## src/rtl/uc_pkg.sv

```systemverilog
// uc_pkg: shared definitions for the uc_ctrl control unit.
// Holds the opcode constants, condition encodings, the FSM state enum,
// the ALUOp width and the branch/skip condition helper.
package uc_pkg;

  localparam int ALUOP_W = 3;

  // Opcode prefixes and full opcodes (instruction[15:10])
  localparam logic [1:0] OP_ALU_PFX = 2'b00;
  localparam logic [3:0] OP_LI_PFX  = 4'b0100;
  localparam logic [5:0] OP_J       = 6'b100000;
  localparam logic [5:0] OP_JZ      = 6'b100001;
  localparam logic [5:0] OP_JNZ     = 6'b100010;
  localparam logic [5:0] OP_JC      = 6'b100011;
  localparam logic [5:0] OP_JNC     = 6'b100100;
  localparam logic [5:0] OP_SKZ     = 6'b101000;
  localparam logic [5:0] OP_SKNZ    = 6'b101001;
  localparam logic [5:0] OP_SKC     = 6'b101010;
  localparam logic [5:0] OP_SKNC    = 6'b101011;
  localparam logic [5:0] OP_NOP     = 6'b111111;

  // Condition encoding: bit 1 selects the flag (0 = Z, 1 = C), bit 0 inverts it
  localparam logic [1:0] COND_Z  = 2'b00;
  localparam logic [1:0] COND_NZ = 2'b01;
  localparam logic [1:0] COND_C  = 2'b10;
  localparam logic [1:0] COND_NC = 2'b11;

  typedef enum logic [1:0] {
    ST_BOOT  = 2'd0,
    ST_RUN   = 2'd1,
    ST_FLUSH = 2'd2
  } uc_state_e;

  // Evaluate a condition code against the latched flags
  function automatic logic cond_met(input logic [1:0] cond, input logic z, input logic c);
    logic f;
    f = cond[1] ? c : z;
    return cond[0] ? ~f : f;
  endfunction

endpackage

```

## src/rtl/uc_ctrl_if.sv

```systemverilog
// uc_ctrl_if: datapath <-> control unit signal bundle.
// master = datapath side (drives opcode and ALU status),
// slave  = uc_ctrl side (drives the control strobes and flag view).
interface uc_ctrl_if;
  import uc_pkg::*;

  logic [5:0]         Opcode;
  logic               zero;
  logic               carry;
  logic               s_skip;
  logic               s_inc;
  logic               s_inm;
  logic               we;
  logic [ALUOP_W-1:0] ALUOp;
  logic               flag_z;
  logic               flag_c;
  logic               slot_valid;

  modport master (
    output Opcode, zero, carry,
    input  s_skip, s_inc, s_inm, we, ALUOp, flag_z, flag_c, slot_valid
  );

  modport slave (
    input  Opcode, zero, carry,
    output s_skip, s_inc, s_inm, we, ALUOp, flag_z, flag_c, slot_valid
  );

endinterface

```

## src/rtl/uc_decode.sv

```systemverilog
// uc_decode: purely combinational opcode classifier.
// Undefined opcodes decode to nothing (all flags low), i.e. a NOP.
// br_uncond marks the unconditional jump, which has no condition code.
module uc_decode
  import uc_pkg::*;
(
  input  logic [5:0]         opcode,
  output logic               is_alu,
  output logic               is_li,
  output logic               is_br,
  output logic               is_skip,
  output logic               br_uncond,
  output logic [1:0]         cond,
  output logic [ALUOP_W-1:0] alu_op
);

  // Classify the opcode into instruction class, condition and ALU operation
  always_comb begin
    is_alu    = 1'b0;
    is_li     = 1'b0;
    is_br     = 1'b0;
    is_skip   = 1'b0;
    br_uncond = 1'b0;
    cond      = COND_Z;
    alu_op    = '0;
    if (opcode[5:4] == OP_ALU_PFX) begin
      is_alu = 1'b1;
      alu_op = opcode[3:1];
    end else if (opcode[5:2] == OP_LI_PFX) begin
      is_li = 1'b1;
    end else begin
      case (opcode)
        OP_J:    begin is_br = 1'b1; br_uncond = 1'b1; end
        OP_JZ:   begin is_br = 1'b1; cond = COND_Z;  end
        OP_JNZ:  begin is_br = 1'b1; cond = COND_NZ; end
        OP_JC:   begin is_br = 1'b1; cond = COND_C;  end
        OP_JNC:  begin is_br = 1'b1; cond = COND_NC; end
        OP_SKZ:  begin is_skip = 1'b1; cond = COND_Z;  end
        OP_SKNZ: begin is_skip = 1'b1; cond = COND_NZ; end
        OP_SKC:  begin is_skip = 1'b1; cond = COND_C;  end
        OP_SKNC: begin is_skip = 1'b1; cond = COND_NC; end
        default: ;
      endcase
    end
  end

endmodule

```

## src/rtl/uc_ctrl.sv

```systemverilog
// uc_ctrl: microcontroller control unit.
// Program memory is read synchronously, so the slot after a taken branch
// or skip already holds a stale instruction; the FSM annuls that slot.
// Branch/skip conditions use the latched Z/C flags, never the live ALU status.
// Optional build macro UC_PERF_CNT_EN adds saturating retired/annulled counters.
module uc_ctrl
  import uc_pkg::*;
#(
  parameter int STARTUP_BUBBLES = 1,
  parameter bit LI_CLEARS_FLAGS = 1'b0
) (
  input  logic        clk,
  input  logic        reset,
  uc_ctrl_if.slave    bus
`ifdef UC_PERF_CNT_EN
  ,
  output logic [15:0] retired,
  output logic [15:0] annulled
`endif
);

  localparam logic [1:0] BOOT_LAST = 2'(STARTUP_BUBBLES - 1);

  uc_state_e          state, state_nxt;
  logic [1:0]         boot_cnt, boot_cnt_nxt;
  logic               flag_z, flag_c;

  logic               is_alu, is_li, is_br, is_skip, br_uncond;
  logic [1:0]         cond;
  logic [ALUOP_W-1:0] alu_op;

  logic               slot_valid;
  logic               s_skip, s_inc, s_inm, we;
  logic [ALUOP_W-1:0] alu_op_out;
  logic               cond_ok;

  uc_decode u_decode (
    .opcode    (bus.Opcode),
    .is_alu    (is_alu),
    .is_li     (is_li),
    .is_br     (is_br),
    .is_skip   (is_skip),
    .br_uncond (br_uncond),
    .cond      (cond),
    .alu_op    (alu_op)
  );

  assign cond_ok = cond_met(cond, flag_z, flag_c);

  // State register and startup bubble counter
  always_ff @(posedge clk) begin
    if (reset) begin
      state    <= ST_BOOT;
      boot_cnt <= 2'd0;
    end else begin
      state    <= state_nxt;
      boot_cnt <= boot_cnt_nxt;
    end
  end

  // Next-state and combinational control outputs
  always_comb begin
    state_nxt    = state;
    boot_cnt_nxt = boot_cnt;
    slot_valid   = 1'b0;
    s_skip       = 1'b0;
    s_inc        = 1'b0;
    s_inm        = 1'b0;
    we           = 1'b0;
    alu_op_out   = '0;
    case (state)
      ST_BOOT: begin
        if (boot_cnt == BOOT_LAST) begin
          state_nxt    = ST_RUN;
          boot_cnt_nxt = 2'd0;
        end else begin
          boot_cnt_nxt = boot_cnt + 2'd1;
        end
      end
      ST_RUN: begin
        slot_valid = 1'b1;
        we         = is_alu | is_li;
        s_inm      = is_li;
        alu_op_out = is_alu ? alu_op : '0;
        s_inc      = is_br & (br_uncond | cond_ok);
        s_skip     = is_skip & cond_ok;
        if (s_inc || s_skip) state_nxt = ST_FLUSH;
      end
      ST_FLUSH: begin
        // Stale slot: everything stays at its inactive default, PC goes +1
        state_nxt = ST_RUN;
      end
      default: state_nxt = ST_BOOT;
    endcase
  end

  // Architectural flag register, updated only by executed ALU ops (and LI if configured)
  always_ff @(posedge clk) begin
    if (reset) begin
      flag_z <= 1'b0;
      flag_c <= 1'b0;
    end else if (slot_valid && is_alu) begin
      flag_z <= bus.zero;
      flag_c <= bus.carry;
    end else if (slot_valid && is_li && LI_CLEARS_FLAGS) begin
      flag_z <= 1'b0;
      flag_c <= 1'b0;
    end
  end

  assign bus.slot_valid = slot_valid;
  assign bus.s_skip     = s_skip;
  assign bus.s_inc      = s_inc;
  assign bus.s_inm      = s_inm;
  assign bus.we         = we;
  assign bus.ALUOp      = alu_op_out;
  assign bus.flag_z     = flag_z;
  assign bus.flag_c     = flag_c;

`ifdef UC_PERF_CNT_EN
  // Saturating counters of executed and squashed slots
  always_ff @(posedge clk) begin
    if (reset) begin
      retired  <= 16'd0;
      annulled <= 16'd0;
    end else if (slot_valid) begin
      if (retired != 16'hFFFF) retired <= retired + 16'd1;
    end else begin
      if (annulled != 16'hFFFF) annulled <= annulled + 16'd1;
    end
  end
`endif

endmodule

```

## src/flat_wrapper.sv

```systemverilog
// flat-port wrapper written by rule: the top's interface ports become plain ports
module uc_ctrl_flat import uc_pkg::*;
#(
  parameter int STARTUP_BUBBLES = 1,
  parameter bit LI_CLEARS_FLAGS = 1'b0
)
  (clk, reset, bus_Opcode, bus_zero, bus_carry, bus_s_skip, bus_s_inc, bus_s_inm, bus_we, bus_ALUOp, bus_flag_z, bus_flag_c, bus_slot_valid);
  uc_ctrl_if bus_i ();
  input  logic clk;
  input  logic reset;
  input wire logic [$bits(bus_i.Opcode)-1:0] bus_Opcode;
  input wire logic [$bits(bus_i.zero)-1:0] bus_zero;
  input wire logic [$bits(bus_i.carry)-1:0] bus_carry;
  output wire logic [$bits(bus_i.s_skip)-1:0] bus_s_skip;
  output wire logic [$bits(bus_i.s_inc)-1:0] bus_s_inc;
  output wire logic [$bits(bus_i.s_inm)-1:0] bus_s_inm;
  output wire logic [$bits(bus_i.we)-1:0] bus_we;
  output wire logic [$bits(bus_i.ALUOp)-1:0] bus_ALUOp;
  output wire logic [$bits(bus_i.flag_z)-1:0] bus_flag_z;
  output wire logic [$bits(bus_i.flag_c)-1:0] bus_flag_c;
  output wire logic [$bits(bus_i.slot_valid)-1:0] bus_slot_valid;
  assign bus_i.Opcode = bus_Opcode;
  assign bus_i.zero = bus_zero;
  assign bus_i.carry = bus_carry;
  assign bus_s_skip = bus_i.s_skip;
  assign bus_s_inc = bus_i.s_inc;
  assign bus_s_inm = bus_i.s_inm;
  assign bus_we = bus_i.we;
  assign bus_ALUOp = bus_i.ALUOp;
  assign bus_flag_z = bus_i.flag_z;
  assign bus_flag_c = bus_i.flag_c;
  assign bus_slot_valid = bus_i.slot_valid;
  uc_ctrl #(.STARTUP_BUBBLES(STARTUP_BUBBLES), .LI_CLEARS_FLAGS(LI_CLEARS_FLAGS)) u_core (.clk(clk), .reset(reset), .bus(bus_i));
endmodule
```

## config.mk

```make
export PLATFORM = sky130hd
export DESIGN_NAME = uc_ctrl_flat
export DESIGN_NICKNAME = d
export VERILOG_FILES = /design/src/rtl/uc_pkg.sv /design/src/rtl/uc_ctrl_if.sv /design/src/rtl/uc_decode.sv /design/src/rtl/uc_ctrl.sv /design/src/flat_wrapper.sv
export SDC_FILE = /design/constraint.sdc
export NUM_CORES = 1
export LEC_CHECK = 0
export BUFFER_PORTS_ARGS = -buffer_cell sky130_fd_sc_hd__buf_2
export CORE_AREA = 2 2 39 41
export CTS_CLUSTER_DIAMETER = 80
export DETAILED_ROUTE_END_ITERATION = 8
export DIE_AREA = 0 0 41 43
export GPL_TIMING_DRIVEN = 0
export HOLD_SLACK_MARGIN = 0.05
export PLACE_DENSITY = 0.7
export SLEW_MARGIN = 20
export SYNTH_ARGS = -nofsm -noshare
export SYNTH_HDL_FRONTEND = slang
export SYNTH_SLANG_ARGS = --single-unit
export TNS_END_PERCENT = 1
```

## constraint.sdc

```tcl
create_clock -name clk -period 1.45 [get_ports clk]
set_input_delay 0.0725 -clock clk [delete_from_list [all_inputs] [get_ports clk]]
set_output_delay 0.0725 -clock clk [all_outputs]
set_load 0.03 [all_outputs]
```

==> summary.md <==
| Metric | Value |
|---|---|
| Global route overflow | 0 |
| Rows | 14 |
| Initial antenna violation count | 0 |
| DRT Pass-1 Iters | 3 |
| First-pass GRT wire length | 1.52 mm |
| Ports | 20 |
| Max_slew headroom | 80.5% |
| Hold Vio Cnt, Final | 0 |
| Async set or reset register ratio after synthesis | 0% |
| Crit. Startpoint | bus_Opcode[1] |
| Clock Skew | 1.76 ps |
| Number of global-route vias before repair | 428 |
| Post-route insts no fill | 98 |
| CTS tree | yes |
| Placed insts | 92 |
| Post-detailed-routing wire length | 1.01 mm |
| Design Area, Final | 688 um2 |
| Commonest register cell after synthesis | dfxtp_1 |
| Min-delay src | reset |
| Peak VDD IR | 0.388 mV |
| Leak Pwr | 0.000295 uW |
| Final ANT Viol Nets | 0 |
| ANT cells | 0 |
| YS warnings | 0 |
| Cell Area, Synth | 432 um2 |
| Area after DPL | 559 um2 |
| Critical Path Sink | bus_s_inc |
| GRT Util Overall | 12.7% |
| Die width | 41 um |
| R2R setup slack | 60 ps |
| Layout cell share with drive strength beyond 1 | 47.6% |
| Worst skew pair latency | 240 ps |
| FF-to-FF path depth | 5 |
| Cells after synthesis | 58 |
| Setup TNS | -360 ps |
| Yosys cell types | 25 |
| CTS Root Cell | clkbuf_4 |
| Area growth syn-to-layout | 59.4% |
| Initial Utilization | 31.2% |
| Power density over cell area | 721 nW/um2 |
| Final min period | 1620 ps |
| Largest net degree at the start of global routing | 9 |
| Clock sink total | 6 |
| Req. time, crit path | 1380 ps |
| Crit Reg-Reg Startpoint | u_core.bus.flag_c$_SDFFE_PP0P_ |
| Critical Path Fanout Max | 5 |
| Worst min-delay path category | in2reg |
| Die area | 1760 um2 |
| Setup ws final | -174 ps |
| Peak Freq | 0.616 GHz |
| Drt via density | 4.98 |
| Max-Cap Viols | 0 |
| R2R Path End | u_core.state[0]$_SDFFE_PP0P_ |
| Num CTS Buffers | 3 |
| Worst slew pin tran | 292 ps |
| Crit path DAT | 1550 ps |
| Most common cell after layout, fill and taps aside | buf_2 |
| CTS clock-pin slew for the worst setup and hold paths | 40 ps |
| Post-synthesis sequential area ratio | 27.8% |
| Critical path type | in2out |
| GPL Wtd Cong | 0.644 |
| Final Setup Violations | 3 |
| DR iter-0 viols | 3 |
| Part of the cycle the worst path needs | 112% |
| Vias | 488 |
| Final count of pins violating max slew | 0 |
| DRC | 0 |
| Worst setup SP type | input pin |
| Routed wire per std cell | 10.3 um |
| Post-layout nets | 96 |
| Synth Register Bits | 6 |
| RSZ-0062 raised after global routing | true |
| H-tree depth | 1 |
| Most frequent cells in the layout | buf_2 (11), nor2_1 (9), buf_4 (6) |
| CTS Hold Bufs | 0 |
| Post-synth EDFFs | 0 |
| Core area | 1380 um2 |
| Synthesized area per cell | 7.44 um2 |
| Failing checks | setup timing |
| Nature of the critical path endpoint | output port |
| Status | complete, but fails checks |
| IO Port Bufs | 18 |
| Die H | 43 um |
| Synth Net Count | 70 |
| CTS Buffer Depth | 2 |
==> cell usage after synthesis, types with 2 or more instances <==
cell,count,area [um2]
nor2_1,10,37.5
mux2i_1,3,30.0
nand2b_1,3,18.8
and2_1,2,12.5
dfxtp_1,6,120
ha_1,2,25.0
a21oi_1,3,15.0
nor3_1,4,20.0
o21ai_0,5,25.0
nand2_1,3,11.3
inv_1,3,11.3
==> logic make-up after synthesis <==
logic type	Yosys count	share of synthesized area (%)
buffers and inverters	4	3.77
DFF	6	27.8
adders and majority gates	2	5.80
AOI/OAI and AO/OA	12	16.8
and+or+nand+nor	31	38.8
muxes	3	6.96
==> final cells by class <==
class | instances | area (um2)
Inverter | 3 | 11.3
Timing Repair Buffer | 21 | 149
Sequential cell | 6 | 123
Multi-Input combinational cell | 48 | 358
Buffer | 1 | 5.00
Fill cell | 140 | 696
Tap cell | 16 | 20.0
Clock buffer | 3 | 22.5
==> through the flow <==
| step | power [uW] | worst slack [ps] | hold WS (ps) | util, % |
|---|---|---|---|---|
| finish | 496 | -174 | 69.5 | 49.7 |
| global route | 525 | -264 | 70.2 | 49.7 |
| CTS | 494 | -219 | 69.3 | 46.3 |
| detailed placement | 317 | -281 | 322 | 40.4 |
| global placement | 315 | -262 | 319 | 40.4 |
| floorplan | 273 | -143 | 142 | - |
==> critical path, cell delays in order <==
cell	delay [ps]
buf_8	100
or3_4	410
mux2i_4	160
a21boi_2	80
or4_1	390
nand4_1	130
nor2_1	50
buf_4	160
==> registers in the layout, indices dropped and copies added (netlist names) <==
signal and flops:
u_core.bus.flag_c 1, u_core.state 2, u_core.bus.flag_z 1, u_core.boot_cnt 2
==> layer usage <==
layer	part of all wire (%)	vias up	global-route usage (%)
li1	-	255	-
met1	40	220	11.9
met3	5.3	0	1.57
met2	55	13	22.2
met4	0	0	10.0
met5	0	-	0
==> worst min-delay path by stage <==
stage | to | slack [ps] | cells after the start
2_1_floorplan | u_core.boot_cnt[0]$_SDFFE_PP0P_ | 140 | 1
3_3_place_gp | u_core.boot_cnt[1]$_SDFFE_PP0P_ | 320 | 2
3_5_place_dp | u_core.boot_cnt[0]$_SDFFE_PP0P_ | 320 | 2
4_1_cts | u_core.boot_cnt[0]$_SDFFE_PP0P_ | 70 | 2
5_1_grt | u_core.boot_cnt[1]$_SDFFE_PP0P_ | 70 | 2
6_report | u_core.boot_cnt[0]$_SDFFE_PP0P_ | 70 | 2
==> where the power goes <==
part	total, uW	switching [uW]	internal, uW
Clock	149	55.3	93.3
Combinational	161	93.9	67.0
Sequential	187	11.5	175
==> repair_timing <==
item,4_1_cts,5_1_grt
pin swaps,2,1
setup endpoints to repair,9,8
hold endpoints to repair,0,0
setup buffers,1,2
resized for setup,15,9
Power figures use the tool's default switching activity.
